$ cat config.mk
export PLATFORM = sky130hd
export DESIGN_NAME = pair_pipe
export DESIGN_NICKNAME = d
export VERILOG_FILES = /design/src/rtl/pair_pipe.sv
export SDC_FILE = /design/constraint.sdc
export NUM_CORES = 1
export LEC_CHECK = 0
export CELL_PAD_IN_SITES_DETAIL_PLACEMENT = 1
export CELL_PAD_IN_SITES_GLOBAL_PLACEMENT = 1
export CORE_UTILIZATION = 40
export DETAILED_ROUTE_END_ITERATION = 16
export PLACE_DENSITY_LB_ADDON = 0.1
export SYNTH_ARGS = -nofsm -noshare
export SYNTH_HDL_FRONTEND = slang
export SYNTH_SLANG_ARGS = --single-unit
$ cat constraint.sdc
create_clock -name clock -period 4.3 [get_ports clock]
set_clock_uncertainty 0.15 [all_clocks]
set_input_delay 1.075 -clock clock [delete_from_list [all_inputs] [get_ports clock]]
set_output_delay 1.075 -clock clock [all_outputs]
set_load 0.01 [all_outputs]
$ cat src/rtl/pair_pipe.sv
// pair_pipe: elastic DEPTH-stage delay pipeline for {a, b} records with
// valid/ready backpressure, bubble collapsing, flush, occupancy and a sticky a==b check.
module pair_pipe #(
  parameter int WIDTH    = 32,
  parameter int DEPTH    = 2,
  parameter bit CHECK_EQ = 1'b1
) (
  input  logic                       clock,
  input  logic                       reset,
  input  logic                       flush,
  input  logic                       in_valid,
  output logic                       in_ready,
  input  logic [WIDTH-1:0]           in_a,
  input  logic [WIDTH-1:0]           in_b,
  output logic                       out_valid,
  input  logic                       out_ready,
  output logic [WIDTH-1:0]           out_a,
  output logic [WIDTH-1:0]           out_b,
  output logic [$clog2(DEPTH+1)-1:0] count,
  output logic                       eq_err,
  output logic [WIDTH-1:0]           eq_err_a
);
  localparam int CW = $clog2(DEPTH+1);

  logic [DEPTH-1:0] v;
  logic [DEPTH-1:0] adv;
  logic [DEPTH-1:0] load;
  logic [DEPTH-1:0] v_next;
  logic [WIDTH-1:0] a_q   [DEPTH];
  logic [WIDTH-1:0] b_q   [DEPTH];
  logic [WIDTH-1:0] src_a [DEPTH];
  logic [WIDTH-1:0] src_b [DEPTH];
  logic             room;
  logic             accept;
  logic             out_fire;

  // A full stage advances when some stage below it is empty or the sink takes the head;
  // walking from the tail avoids a bit-wise combinational loop through adv.
  always_comb begin
    room = out_ready;
    adv  = '0;
    for (int k = DEPTH - 1; k >= 0; k--) begin
      adv[k] = v[k] && room;
      room   = room || !v[k];
    end
    in_ready = !flush && room;
  end

  assign accept   = in_valid && in_ready;
  assign out_fire = v[DEPTH-1] && out_ready;

  for (genvar k = 0; k < DEPTH; k++) begin : g_stage
    if (k == 0) begin : g_head
      assign load[k]  = accept;
      assign src_a[k] = in_a;
      assign src_b[k] = in_b;
    end else begin : g_body
      assign load[k]  = adv[k-1];
      assign src_a[k] = a_q[k-1];
      assign src_b[k] = b_q[k-1];
    end
    assign v_next[k] = load[k] || (v[k] && !adv[k]);
  end

  always_ff @(posedge clock) begin
    if (reset) begin
      v        <= '0;
      count    <= '0;
      eq_err   <= 1'b0;
      eq_err_a <= '0;
      for (int k = 0; k < DEPTH; k++) begin
        a_q[k] <= '0;
        b_q[k] <= '0;
      end
    end else begin
      v <= flush ? '0 : v_next;
      for (int k = 0; k < DEPTH; k++) begin
        if (load[k]) begin
          a_q[k] <= src_a[k];
          b_q[k] <= src_b[k];
        end
      end
      if (flush)
        count <= '0;
      else if (accept && !out_fire)
        count <= count + CW'(1);
      else if (!accept && out_fire)
        count <= count - CW'(1);
      // Only the first offending record is captured.
      if (CHECK_EQ && accept && (in_a == in_b) && !eq_err) begin
        eq_err   <= 1'b1;
        eq_err_a <= in_a;
      end
    end
  end

  assign out_valid = v[DEPTH-1];
  assign out_a     = a_q[DEPTH-1];
  assign out_b     = b_q[DEPTH-1];

endmodule

==> results of run 1 <==
metrics by stage:
step | worst slack, ps | cells | util, %
6_report | 596 | 895 | 53.1
5_1_grt | 513 | 895 | 53.1
4_1_cts | 575 | 895 | 53.1
2_1_floorplan | 560 | 552 | -
3_3_place_gp | 614 | 863 | 49.9
3_5_place_dp | 585 | 863 | 49.9
placed cells by master (no fill, tap or decap), types with 2 or more instances in the layout:
| cell | count |
|---|---|
| sky130_fd_sc_hd__inv_1 | 8 |
| sky130_fd_sc_hd__clkbuf_16 | 17 |
| sky130_fd_sc_hd__dfxtp_1 | 37 |
| sky130_fd_sc_hd__buf_12 | 2 |
| sky130_fd_sc_hd__nand2b_1 | 65 |
| sky130_fd_sc_hd__inv_6 | 5 |
| sky130_fd_sc_hd__xor2_1 | 25 |
| sky130_fd_sc_hd__clkinv_2 | 2 |
| sky130_fd_sc_hd__nand2_1 | 2 |
| sky130_fd_sc_hd__nor2_1 | 3 |
| sky130_fd_sc_hd__edfxtp_1 | 128 |
| sky130_fd_sc_hd__nor3_1 | 5 |
| sky130_fd_sc_hd__buf_4 | 4 |
| sky130_fd_sc_hd__and2_1 | 128 |
| sky130_fd_sc_hd__clkdlybuf4s50_1 | 168 |
| sky130_fd_sc_hd__clkbuf_8 | 2 |
| sky130_fd_sc_hd__a21oi_1 | 2 |
| sky130_fd_sc_hd__mux2i_1 | 32 |
| sky130_fd_sc_hd__nor4_2 | 2 |
| sky130_fd_sc_hd__clkinv_4 | 3 |
| sky130_fd_sc_hd__inv_8 | 3 |
| sky130_fd_sc_hd__nor2b_1 | 3 |
| sky130_fd_sc_hd__nor4_1 | 3 |
| sky130_fd_sc_hd__xnor2_1 | 4 |
cell families (layout without fill, tap and decap cells):
kind of cell | count (synthesis) | in the layout
XOR/XNOR | 29 | 29
buffers and inverters | 97 | 215
multiplexers | 32 | 32
AO/OA/AOI/OAI | 9 | 9
AND/OR/NAND/NOR | 219 | 219
adder cells (fa/ha/maj) | 1 | 1
flip-flops | 165 | 165
worst min-delay path: cells and delay by family, from the launching register on:
| family | cells | cell delay [ps] |
|---|---|---|
| AND/OR/NAND/NOR | 1 | 60 |
| multiplexers | 1 | 60 |
| flip-flops | 1 | 310 |
area by class of cell:
cell class | count | area, sq um
fill | 1755 | 8230
sequential | 165 | 4580
multi-input combinational | 290 | 2090
timing repair buffer | 175 | 1760
clock buffer | 19 | 453
tap | 225 | 282
clock inverter | 13 | 114
inverter | 8 | 30.0
worst paths after layout:
| kind | start | endpoint | slack, ps | cells past startpoint |
|---|---|---|---|---|
| hold reg to reg | eq_err_a[11]$_SDFFE_PP0P_ | eq_err_a[11]$_SDFFE_PP0P_ | 330 | 2 |
| setup / recovery | out_ready | in_ready | 600 | 4 |
| hold / removal | eq_err_a[11]$_SDFFE_PP0P_ | eq_err_a[11]$_SDFFE_PP0P_ | 330 | 2 |
| setup reg to reg | v[1]$_SDFF_PP0_ | a_q[0][43]$_SDFFCE_PN0P_ | 2050 | 3 |
state kept, by name (all words and copies together) (netlist names):
| signal | count |
|---|---|
| a_q | 64 |
| b_q | 64 |
| eq_err_a | 32 |
| count | 2 |
| v | 2 |
| eq_err | 1 |
routing by layer:
layer  share of wire [%]  routed length (um)
met5                   0                   0
met4                 1.0                 170
met3                 5.2                 857
met2                  50                8350
met1                  43                7170
report_power, final:
| part | switching (mW) | internal, mW | total, mW |
|---|---|---|---|
| clock network | 0.662 | 0.791 | 1.45 |
| logic | 0.164 | 0.176 | 0.340 |
| registers | 0.0209 | 1.80 | 1.82 |
==> flow_results.xml, run 1 <==
<?xml version="1.0" encoding="UTF-8"?>
<metrics>
  <group name="status">
    <metric name="outcome" unit="">completed</metric>
  </group>
  <group name="yosys">
    <metric name="syn_area" unit="sq um">7280</metric>
    <metric name="average_instance_area_after_synthesis" unit="sq um">13.2</metric>
    <metric name="post_synth_inst_count" unit="">552</metric>
    <metric name="yosysWarningCount" unit="">0</metric>
    <metric name="synth_flop_cell" unit="">sky130_fd_sc_hd__edfxtp_1</metric>
    <metric name="synthDominantCellAreaShare" unit="%">52.8</metric>
    <metric name="cell_variety_after_synth" unit="">32</metric>
    <metric name="synth-async-reset-ratio" unit="%">0</metric>
    <metric name="ys_ff_latch" unit="">165</metric>
    <metric name="yosys.area_share.xor_xnor" unit="%">3.49</metric>
    <metric name="synth_top_family_by_area" unit="">simple AND/OR/NAND/NOR gates</metric>
    <metric name="synth-compound-area-share" unit="%">0.980</metric>
    <metric name="simple_gate_portion_of_the_synthesized_area" unit="%">19.4</metric>
    <metric name="synth_nets" unit="">622</metric>
    <metric name="synth_top_cells_by_count" unit="">sky130_fd_sc_hd__and2_1 (128), sky130_fd_sc_hd__edfxtp_1 (128), sky130_fd_sc_hd__nand2b_1 (66)</metric>
    <metric name="synth.largest_area_cell" unit="">sky130_fd_sc_hd__edfxtp_1</metric>
    <metric name="number_of_flops_mapped_to_enable_cells_by_yosys" unit="">128</metric>
    <metric name="yosys-mux-area-fraction" unit="%">4.40</metric>
    <metric name="synthAdderAreaFrac" unit="%">0.172</metric>
    <metric name="fraction_of_the_yosys_area_taken_by_sequential_cells" unit="%">63.0</metric>
    <metric name="synth.area.top_cells" unit="">sky130_fd_sc_hd__edfxtp_1 (53%), sky130_fd_sc_hd__and2_1 (11%), sky130_fd_sc_hd__dfxtp_1 (10%)</metric>
  </group>
  <group name="timing">
    <metric name="final_max_slew_viol_count" unit="">0</metric>
    <metric name="report.final.setup_viol" unit="">0</metric>
    <metric name="maxClockFrequency" unit="MHz">270</metric>
    <metric name="final.period_utilization" unit="%">86.1</metric>
    <metric name="rsz0062_at_grt" unit="">false</metric>
    <metric name="setup_total_negative_slack" unit="ps">0</metric>
    <metric name="worst_hold_margin" unit="ps">327</metric>
    <metric name="max_slew.worst_pin.slew" unit="ps">891</metric>
    <metric name="hold_violations" unit="">0</metric>
    <metric name="max-slew-margin-rel" unit="%">40.6</metric>
    <metric name="final_period_minus_worst_setup_slack" unit="ps">3700</metric>
  </group>
  <group name="power">
    <metric name="power_per_cell_area" unit="nW/um^2">389</metric>
    <metric name="total_leakage_power" unit="nW">3.42</metric>
    <metric name="irDropWorstVdd" unit="V">0.000277</metric>
    <metric name="report.power.total" unit="mW">3.62</metric>
  </group>
  <group name="grt">
    <metric name="initial_antenna_violation_count" unit="">0</metric>
    <metric name="globalRouteOverflowTotal" unit="">0</metric>
    <metric name="global_route.peak_usage_layer" unit="">met2</metric>
    <metric name="pin_count_of_the_biggest_net_entering_global_routing" unit="">74</metric>
    <metric name="routing_usage_on_met2" unit="%">31.4</metric>
    <metric name="global_route.usage.met1" unit="%">22.5</metric>
    <metric name="vias_in_the_first_global_route" unit="">4439</metric>
    <metric name="wire_length_of_the_first_global_routing_pass" unit="um">24700</metric>
    <metric name="grt_resource_usage_total" unit="%">18.5</metric>
    <metric name="groute.layer.met3.usage" unit="%">5.52</metric>
  </group>
  <group name="setup_path">
    <metric name="critPathBufInv" unit="">2</metric>
    <metric name="crit_required" unit="ps">3070</metric>
    <metric name="worst_setup_path_start_kind" unit="">input port</metric>
    <metric name="setup.worst_path.end_class" unit="">primary output</metric>
    <metric name="worstPathCellList" unit="">clkdlybuf4s50_1 &gt; and3b_2 &gt; nor2_1 &gt; clkdlybuf4s50_1</metric>
    <metric name="critPathMostFrequentCell" unit="">sky130_fd_sc_hd__clkdlybuf4s50_1</metric>
    <metric name="critical_path_class" unit="">input port to primary output</metric>
    <metric name="cp_top_family" unit="">buffers and inverters</metric>
    <metric name="critPathSlowestCell" unit="">sky130_fd_sc_hd__clkdlybuf4s50_1</metric>
    <metric name="worst-endpoint-arrival" unit="ps">2480</metric>
    <metric name="critical_path.max_stage_delay" unit="ps">540</metric>
    <metric name="crit_path_max_fanout" unit="">4</metric>
  </group>
  <group name="floorplan">
    <metric name="design.core.area" unit="sq um">17500</metric>
    <metric name="placement_rows" unit="">48</metric>
    <metric name="pin_count" unit="">170</metric>
    <metric name="chipHeight" unit="um">137</metric>
    <metric name="floorplan.die_area" unit="sq um">18700</metric>
    <metric name="effective_utilization_at_floorplan" unit="%">41.5</metric>
    <metric name="die_width" unit="um">137</metric>
  </group>
  <group name="final_layout">
    <metric name="final_layout_size_suffix_gt1_share" unit="%">7.46</metric>
    <metric name="antenna-diode-count" unit="">0</metric>
    <metric name="layout-area-overhead-vs-synth" unit="%">27.9</metric>
    <metric name="design.final.nets" unit="">727</metric>
    <metric name="postLayoutCellArea" unit="sq um">9310</metric>
  </group>
  <group name="routing">
    <metric name="drtIter0Drc" unit="">144</metric>
    <metric name="dr_total_vias" unit="">4109</metric>
    <metric name="drt-total-wl" unit="um">16500</metric>
    <metric name="ant_nets" unit="">0</metric>
    <metric name="average_routed_wire_per_standard_cell" unit="um">18.5</metric>
    <metric name="remaining_routing_drc_violations" unit="">0</metric>
    <metric name="firstDrtPassIters" unit="">4</metric>
    <metric name="avgViaCountPerCell" unit="">4.59</metric>
  </group>
  <group name="clock_tree">
    <metric name="clockBufferDepth" unit="">2</metric>
    <metric name="cts_inserted_buffers" unit="">17</metric>
    <metric name="clock_sinks" unit="">165</metric>
    <metric name="insertion_delay" unit="ps">420</metric>
    <metric name="ctsHoldBuffers" unit="">0</metric>
    <metric name="post_cts_buffers" unit="">0</metric>
    <metric name="post_cts_resized" unit="">0</metric>
    <metric name="htreeDepth" unit="">4</metric>
    <metric name="cts.root.buffer_cell" unit="">sky130_fd_sc_hd__clkbuf_16</metric>
    <metric name="clkSlewWorstSetupHoldPaths" unit="ps">60</metric>
    <metric name="tritoncts_clock_tree" unit="">done</metric>
  </group>
  <group name="flow_run">
    <metric name="cap_violations" unit="">0</metric>
  </group>
  <group name="place">
    <metric name="buffer_ports.inserted" unit="">169</metric>
    <metric name="placer_congestion" unit="">0.811</metric>
    <metric name="placement.cell_area" unit="sq um">8740</metric>
    <metric name="hpwlAfterDp" unit="um">11900</metric>
  </group>
  <group name="min_path">
    <metric name="min-delay-path-class" unit="">flip-flop to flip-flop</metric>
  </group>
</metrics>
Power figures use the tool's default switching activity.
==> run 2: changes to the inputs <==
==> constraint.sdc (replaced) <==
create_clock -name clock -period 4.3 [get_ports clock]
set_clock_uncertainty 0.15 [all_clocks]
set_input_delay 0.86 -clock clock [delete_from_list [all_inputs] [get_ports clock]]
set_output_delay 0.86 -clock clock [all_outputs]
set_load 0.01 [all_outputs]
==> flow_results.xml, run 2 (same netlist as run 1, synthesis figures left out) <==
<?xml version="1.0" encoding="UTF-8"?>
<metrics>
  <group name="status">
    <metric name="outcome" unit="">completed</metric>
  </group>
  <group name="place">
    <metric name="buffer_ports.inserted" unit="">169</metric>
    <metric name="placer_congestion" unit="">0.778</metric>
    <metric name="place.detailed.instances" unit="">861</metric>
    <metric name="setup_ws_pre_cts" unit="ps">829</metric>
    <metric name="placement.cell_area" unit="sq um">8720</metric>
    <metric name="hpwlAfterDp" unit="um">11600</metric>
  </group>
  <group name="clock_tree">
    <metric name="insertion_delay" unit="ps">410</metric>
    <metric name="tritoncts_clock_tree" unit="">done</metric>
    <metric name="ctsHoldBuffers" unit="">0</metric>
    <metric name="post_cts_resized" unit="">0</metric>
    <metric name="cts.root.buffer_cell" unit="">sky130_fd_sc_hd__clkbuf_16</metric>
    <metric name="clockBufferDepth" unit="">2</metric>
    <metric name="cts_inserted_buffers" unit="">17</metric>
    <metric name="htreeDepth" unit="">4</metric>
    <metric name="clkSlewWorstSetupHoldPaths" unit="ps">60</metric>
    <metric name="clock_sinks" unit="">165</metric>
    <metric name="post_cts_buffers" unit="">0</metric>
  </group>
  <group name="power">
    <metric name="report.power.total" unit="mW">3.59</metric>
    <metric name="irDropWorstVdd" unit="V">0.000269</metric>
    <metric name="total_leakage_power" unit="nW">3.38</metric>
    <metric name="power_per_cell_area" unit="nW/um^2">387</metric>
  </group>
  <group name="timing">
    <metric name="max_slew.worst_pin.slew" unit="ps">953</metric>
    <metric name="final_max_slew_viol_count" unit="">0</metric>
    <metric name="worst_hold_margin" unit="ps">326</metric>
    <metric name="final.period_utilization" unit="%">77.1</metric>
    <metric name="hold_violations" unit="">0</metric>
    <metric name="report.final.setup_viol" unit="">0</metric>
    <metric name="rsz0062_at_grt" unit="">false</metric>
    <metric name="setup_total_negative_slack" unit="ps">0</metric>
    <metric name="maxClockFrequency" unit="MHz">302</metric>
    <metric name="final_period_minus_worst_setup_slack" unit="ps">3320</metric>
    <metric name="max-slew-margin-rel" unit="%">36.5</metric>
    <metric name="finalWorstSetupSlack" unit="ps">985</metric>
  </group>
  <group name="routing">
    <metric name="drt-total-wl" unit="um">16400</metric>
    <metric name="firstDrtPassIters" unit="">4</metric>
    <metric name="average_routed_wire_per_standard_cell" unit="um">18.3</metric>
    <metric name="drtIter0Drc" unit="">224</metric>
    <metric name="avgViaCountPerCell" unit="">4.69</metric>
    <metric name="ant_nets" unit="">0</metric>
    <metric name="dr_total_vias" unit="">4186</metric>
    <metric name="remaining_routing_drc_violations" unit="">0</metric>
  </group>
  <group name="setup_path">
    <metric name="worst-endpoint-arrival" unit="ps">2310</metric>
    <metric name="worstPathCellList" unit="">clkdlybuf4s50_1 &gt; and3b_2 &gt; nor2_1 &gt; clkdlybuf4s50_1</metric>
    <metric name="worst_setup_path_endpoint" unit="">in_ready</metric>
    <metric name="critical_path_class" unit="">input port to primary output</metric>
    <metric name="worst_setup_path_start_kind" unit="">input port</metric>
    <metric name="reg2reg_capture_point" unit="">a_q[0][28]$_SDFFCE_PN0P_</metric>
    <metric name="setup.reg_to_reg.worst_slack" unit="ps">2000</metric>
    <metric name="critPathSlowestCell" unit="">sky130_fd_sc_hd__clkdlybuf4s50_1</metric>
    <metric name="crit_required" unit="ps">3290</metric>
    <metric name="worst_r2r_startpoint" unit="">v[1]$_SDFF_PP0_</metric>
    <metric name="critical_path.max_stage_delay" unit="ps">560</metric>
    <metric name="critPathMostFrequentCell" unit="">sky130_fd_sc_hd__clkdlybuf4s50_1</metric>
    <metric name="crit_path_max_fanout" unit="">4</metric>
    <metric name="setup.worst_path.end_class" unit="">primary output</metric>
    <metric name="startpoint" unit="">out_ready</metric>
    <metric name="r2r_cells" unit="">3</metric>
  </group>
  <group name="min_path">
    <metric name="min-delay-path-class" unit="">flip-flop to flip-flop</metric>
    <metric name="min_from" unit="">eq_err_a[13]$_SDFFE_PP0P_</metric>
  </group>
  <group name="grt">
    <metric name="grt_resource_usage_total" unit="%">18.0</metric>
    <metric name="initial_antenna_violation_count" unit="">0</metric>
    <metric name="wire_length_of_the_first_global_routing_pass" unit="um">24200</metric>
    <metric name="globalRouteOverflowTotal" unit="">0</metric>
    <metric name="pin_count_of_the_biggest_net_entering_global_routing" unit="">129</metric>
    <metric name="vias_in_the_first_global_route" unit="">4318</metric>
  </group>
  <group name="final_layout">
    <metric name="antenna-diode-count" unit="">0</metric>
    <metric name="final_core_util" unit="%">52.9</metric>
    <metric name="reg_top3" unit="">a_q (64), b_q (64), eq_err_a (32)</metric>
    <metric name="post_layout_cell_count" unit="">893</metric>
    <metric name="final.fill_count" unit="">1728</metric>
    <metric name="final_common_cell" unit="">sky130_fd_sc_hd__clkdlybuf4s50_1</metric>
    <metric name="final_layout_size_suffix_gt1_share" unit="%">6.59</metric>
    <metric name="layout-area-overhead-vs-synth" unit="%">27.3</metric>
    <metric name="postLayoutCellArea" unit="sq um">9270</metric>
    <metric name="design.final.nets" unit="">725</metric>
    <metric name="final_cell_mix" unit="">sky130_fd_sc_hd__clkdlybuf4s50_1 (168), sky130_fd_sc_hd__and2_1 (128), sky130_fd_sc_hd__edfxtp_1 (128), sky130_fd_sc_hd__nand2b_1 (65), sky130_fd_sc_hd__dfxtp_1 (37)</metric>
  </group>
  <group name="floorplan">
    <metric name="effective_utilization_at_floorplan" unit="%">41.5</metric>
    <metric name="design.core.area" unit="sq um">17500</metric>
    <metric name="placement_rows" unit="">48</metric>
    <metric name="floorplan.die_area" unit="sq um">18700</metric>
    <metric name="pin_count" unit="">170</metric>
    <metric name="die_width" unit="um">137</metric>
    <metric name="chipHeight" unit="um">137</metric>
  </group>
  <group name="flow_run">
    <metric name="cap_violations" unit="">0</metric>
  </group>
</metrics>
run 2: where the power goes:
group          leakage (nW)  switching (mW)  internal (mW)  total (mW)
Clock                 0.261           0.613          0.815        1.43
Sequential             1.65          0.0198           1.81        1.83
Combinational          1.47           0.162          0.173       0.336
Total                  3.38           0.795           2.79        3.59
run 2: final cells by class:
type                    instances  area, sq um  area share (%)
clock buffers                  21          450            4.86
clock inverters                11          105            1.13
inverters                       8         30.0           0.324
multi-input cells             290         2090            22.6
flip-flops and latches        165         4580            49.4
well taps                     225          282            3.04
repair buffers                173         1730            18.7
run 2: worst max-delay path, delay by kind of cell:
kind / cells / cell delay [ps]
AND/OR/NAND/NOR: 2 / 360
buffers and inverters: 2 / 1080
run 2: worst min-delay path by stage:
stage | to | slack (ps) | cells after the start
after global routing | eq_err_a[5]$_SDFFE_PP0P_ | 350 | 2
after CTS | eq_err_a[21]$_SDFFE_PP0P_ | 330 | 2
after global placement | eq_err_a[16]$_SDFFE_PP0P_ | 310 | 2
after floorplan | v[1]$_SDFF_PP0_ | 340 | 2
after detailed placement | eq_err_a[11]$_SDFFE_PP0P_ | 310 | 2
final | eq_err_a[13]$_SDFFE_PP0P_ | 330 | 2
run 2: metal layers:
layer	GRT usage, %	share of wire [%]	up-vias
met5	0	0	-
li1	-	-	2000
met4	7.08	2.0	0
met1	22.4	44	2050
met3	4.89	5.3	20
met2	29.8	49	116
==> run 3: changes to the inputs <==
==> constraint.sdc (replaced) <==
create_clock -name clock -period 3.5 [get_ports clock]
set_clock_uncertainty 0.15 [all_clocks]
set_input_delay 0.7 -clock clock [delete_from_list [all_inputs] [get_ports clock]]
set_output_delay 0.7 -clock clock [all_outputs]
set_load 0.01 [all_outputs]
==> flow_results.xml, run 3 (same netlist as run 1, synthesis figures left out) <==
<?xml version="1.0" encoding="UTF-8"?>
<metrics>
  <group name="grt">
    <metric name="pin_count_of_the_biggest_net_entering_global_routing" unit="">129</metric>
    <metric name="grt_resource_usage_total" unit="%">18.5</metric>
    <metric name="wire_length_of_the_first_global_routing_pass" unit="um">24600</metric>
    <metric name="vias_in_the_first_global_route" unit="">4407</metric>
    <metric name="initial_antenna_violation_count" unit="">0</metric>
    <metric name="globalRouteOverflowTotal" unit="">0</metric>
  </group>
  <group name="floorplan">
    <metric name="effective_utilization_at_floorplan" unit="%">41.5</metric>
    <metric name="die_width" unit="um">137</metric>
    <metric name="floorplan.die_area" unit="sq um">18700</metric>
    <metric name="chipHeight" unit="um">137</metric>
    <metric name="pin_count" unit="">170</metric>
    <metric name="placement_rows" unit="">48</metric>
    <metric name="design.core.area" unit="sq um">17500</metric>
  </group>
  <group name="final_layout">
    <metric name="final_layout_size_suffix_gt1_share" unit="%">6.87</metric>
    <metric name="reg_top3" unit="">a_q (64), b_q (64), eq_err_a (32)</metric>
    <metric name="final_cell_mix" unit="">sky130_fd_sc_hd__clkdlybuf4s50_1 (168), sky130_fd_sc_hd__and2_1 (128), sky130_fd_sc_hd__edfxtp_1 (128), sky130_fd_sc_hd__nand2b_1 (65), sky130_fd_sc_hd__dfxtp_1 (37)</metric>
    <metric name="final_core_util" unit="%">53.3</metric>
    <metric name="layout-area-overhead-vs-synth" unit="%">28.3</metric>
    <metric name="postLayoutCellArea" unit="sq um">9340</metric>
    <metric name="design.final.nets" unit="">727</metric>
    <metric name="final_common_cell" unit="">sky130_fd_sc_hd__clkdlybuf4s50_1</metric>
  </group>
  <group name="timing">
    <metric name="final.period_utilization" unit="%">85.2</metric>
    <metric name="worst_hold_margin" unit="ps">327</metric>
    <metric name="final_max_slew_viol_count" unit="">0</metric>
    <metric name="max_slew.worst_pin.slew" unit="ps">622</metric>
    <metric name="hold_violations" unit="">0</metric>
    <metric name="max-slew-margin-rel" unit="%">58.1</metric>
    <metric name="setup_total_negative_slack" unit="ps">0</metric>
    <metric name="report.final.setup_viol" unit="">0</metric>
    <metric name="final_period_minus_worst_setup_slack" unit="ps">2980</metric>
    <metric name="maxClockFrequency" unit="MHz">335</metric>
    <metric name="rsz0062_at_grt" unit="">false</metric>
  </group>
  <group name="setup_path">
    <metric name="critPathBufInv" unit="">2</metric>
    <metric name="cp_top_family" unit="">buffers and inverters</metric>
    <metric name="worstPathCellList" unit="">clkdlybuf4s50_1 &gt; and3b_2 &gt; nor2_1 &gt; clkdlybuf4s50_1</metric>
    <metric name="critical_path_class" unit="">input port to primary output</metric>
    <metric name="critical_path.max_stage_delay" unit="ps">550</metric>
    <metric name="worst-endpoint-arrival" unit="ps">2130</metric>
    <metric name="critPathSlowestCell" unit="">sky130_fd_sc_hd__clkdlybuf4s50_1</metric>
    <metric name="crit_path_max_fanout" unit="">4</metric>
    <metric name="worst_setup_path_start_kind" unit="">input port</metric>
    <metric name="crit_required" unit="ps">2650</metric>
    <metric name="critPathMostFrequentCell" unit="">sky130_fd_sc_hd__clkdlybuf4s50_1</metric>
    <metric name="setup.worst_path.end_class" unit="">primary output</metric>
  </group>
  <group name="clock_tree">
    <metric name="clockBufferDepth" unit="">2</metric>
    <metric name="ctsHoldBuffers" unit="">0</metric>
    <metric name="clock_sinks" unit="">165</metric>
    <metric name="cts.root.buffer_cell" unit="">sky130_fd_sc_hd__clkbuf_16</metric>
    <metric name="post_cts_resized" unit="">0</metric>
    <metric name="tritoncts_clock_tree" unit="">done</metric>
    <metric name="post_cts_buffers" unit="">0</metric>
    <metric name="clkSlewWorstSetupHoldPaths" unit="ps">70</metric>
    <metric name="insertion_delay" unit="ps">420</metric>
    <metric name="cts_inserted_buffers" unit="">17</metric>
    <metric name="htreeDepth" unit="">4</metric>
  </group>
  <group name="routing">
    <metric name="drtIter0Drc" unit="">214</metric>
    <metric name="avgViaCountPerCell" unit="">4.58</metric>
    <metric name="drt-total-wl" unit="um">16500</metric>
    <metric name="detailroute.wirelength.met2" unit="um">7910</metric>
    <metric name="drt-met1-wl" unit="um">7130</metric>
    <metric name="remaining_routing_drc_violations" unit="">0</metric>
    <metric name="wl_met3" unit="um">1050</metric>
    <metric name="average_routed_wire_per_standard_cell" unit="um">18.4</metric>
    <metric name="dr_total_vias" unit="">4102</metric>
    <metric name="firstDrtPassIters" unit="">4</metric>
    <metric name="ant_nets" unit="">0</metric>
    <metric name="highest_layer" unit="">met4</metric>
  </group>
  <group name="place">
    <metric name="placer_congestion" unit="">0.763</metric>
    <metric name="placement.cell_area" unit="sq um">8780</metric>
    <metric name="hpwlAfterDp" unit="um">11800</metric>
    <metric name="buffer_ports.inserted" unit="">169</metric>
  </group>
  <group name="power">
    <metric name="power_per_cell_area" unit="nW/um^2">474</metric>
    <metric name="total_leakage_power" unit="nW">3.41</metric>
    <metric name="report.power.total" unit="mW">4.43</metric>
    <metric name="irDropWorstVdd" unit="V">0.000329</metric>
  </group>
  <group name="status">
    <metric name="outcome" unit="">completed</metric>
  </group>
  <group name="min_path">
    <metric name="min-delay-path-class" unit="">flip-flop to flip-flop</metric>
  </group>
  <group name="flow_run">
    <metric name="cap_violations" unit="">0</metric>
  </group>
</metrics>
run 3: cell count changes in the layout (fill, tap and decap cells not counted), sizes merged:
cell	delta
clkinv	-4
inv	+3
buf	+2
clkbuf	+2
bufinv	-1
diode	+1
run 3: per-layer routing:
metal / up-vias / GRT usage, %
li1: 2000 / -
met3: 29 / 4.96
met5: - / 0
met1: 1954 / 23.2
met2: 119 / 29.7
met4: 0 / 8.61
run 3: path summary, 6_finish.rpt:
check / startpoint / end / slack (ps) / depth (start not counted)
min: eq_err_a[3]$_SDFFE_PP0P_ / eq_err_a[3]$_SDFFE_PP0P_ / 330 / 2
max reg2reg: v[1]$_SDFF_PP0_ / eq_err_a[20]$_SDFFE_PP0P_ / 1280 / 6
min reg2reg: eq_err_a[3]$_SDFFE_PP0P_ / eq_err_a[3]$_SDFFE_PP0P_ / 330 / 2
max: out_ready / in_ready / 520 / 4
run 3: worst reg2reg max path, cell delays in order, from the launching register on:
cell                      delay [ps]
sky130_fd_sc_hd__dfxtp_1         350
sky130_fd_sc_hd__and3b_2         250
sky130_fd_sc_hd__nor3b_4         340
sky130_fd_sc_hd__nand4_2         180
sky130_fd_sc_hd__nor4_4          350
sky130_fd_sc_hd__buf_12          300
sky130_fd_sc_hd__mux2i_1         240
run 3: cell type report:
class | count | area (sq um)
diodes | 1 | 2.50
clock buffers | 23 | 490
clock inverters | 9 | 66.3
fillers | 1760 | 8200
inverters | 8 | 30.0
multi-input cells | 290 | 2090
flip-flops and latches | 165 | 4580
well taps | 225 | 282
repair buffers | 175 | 1790
run 3: per-stage QoR:
step,instances,setup slack [ps]
final,896,518
after global routing,895,448
after CTS,895,501
after detailed placement,863,360
after global placement,863,431
after floorplan,552,135
run 3: power by group:
part | switching (mW) | leakage [nW] | total (mW) | internal, mW
combinational | 0.201 | 1.49 | 0.423 | 0.221
sequential | 0.0251 | 1.65 | 2.24 | 2.22
clock | 0.767 | 0.265 | 1.76 | 0.998
total | 0.994 | 3.41 | 4.43 | 3.44
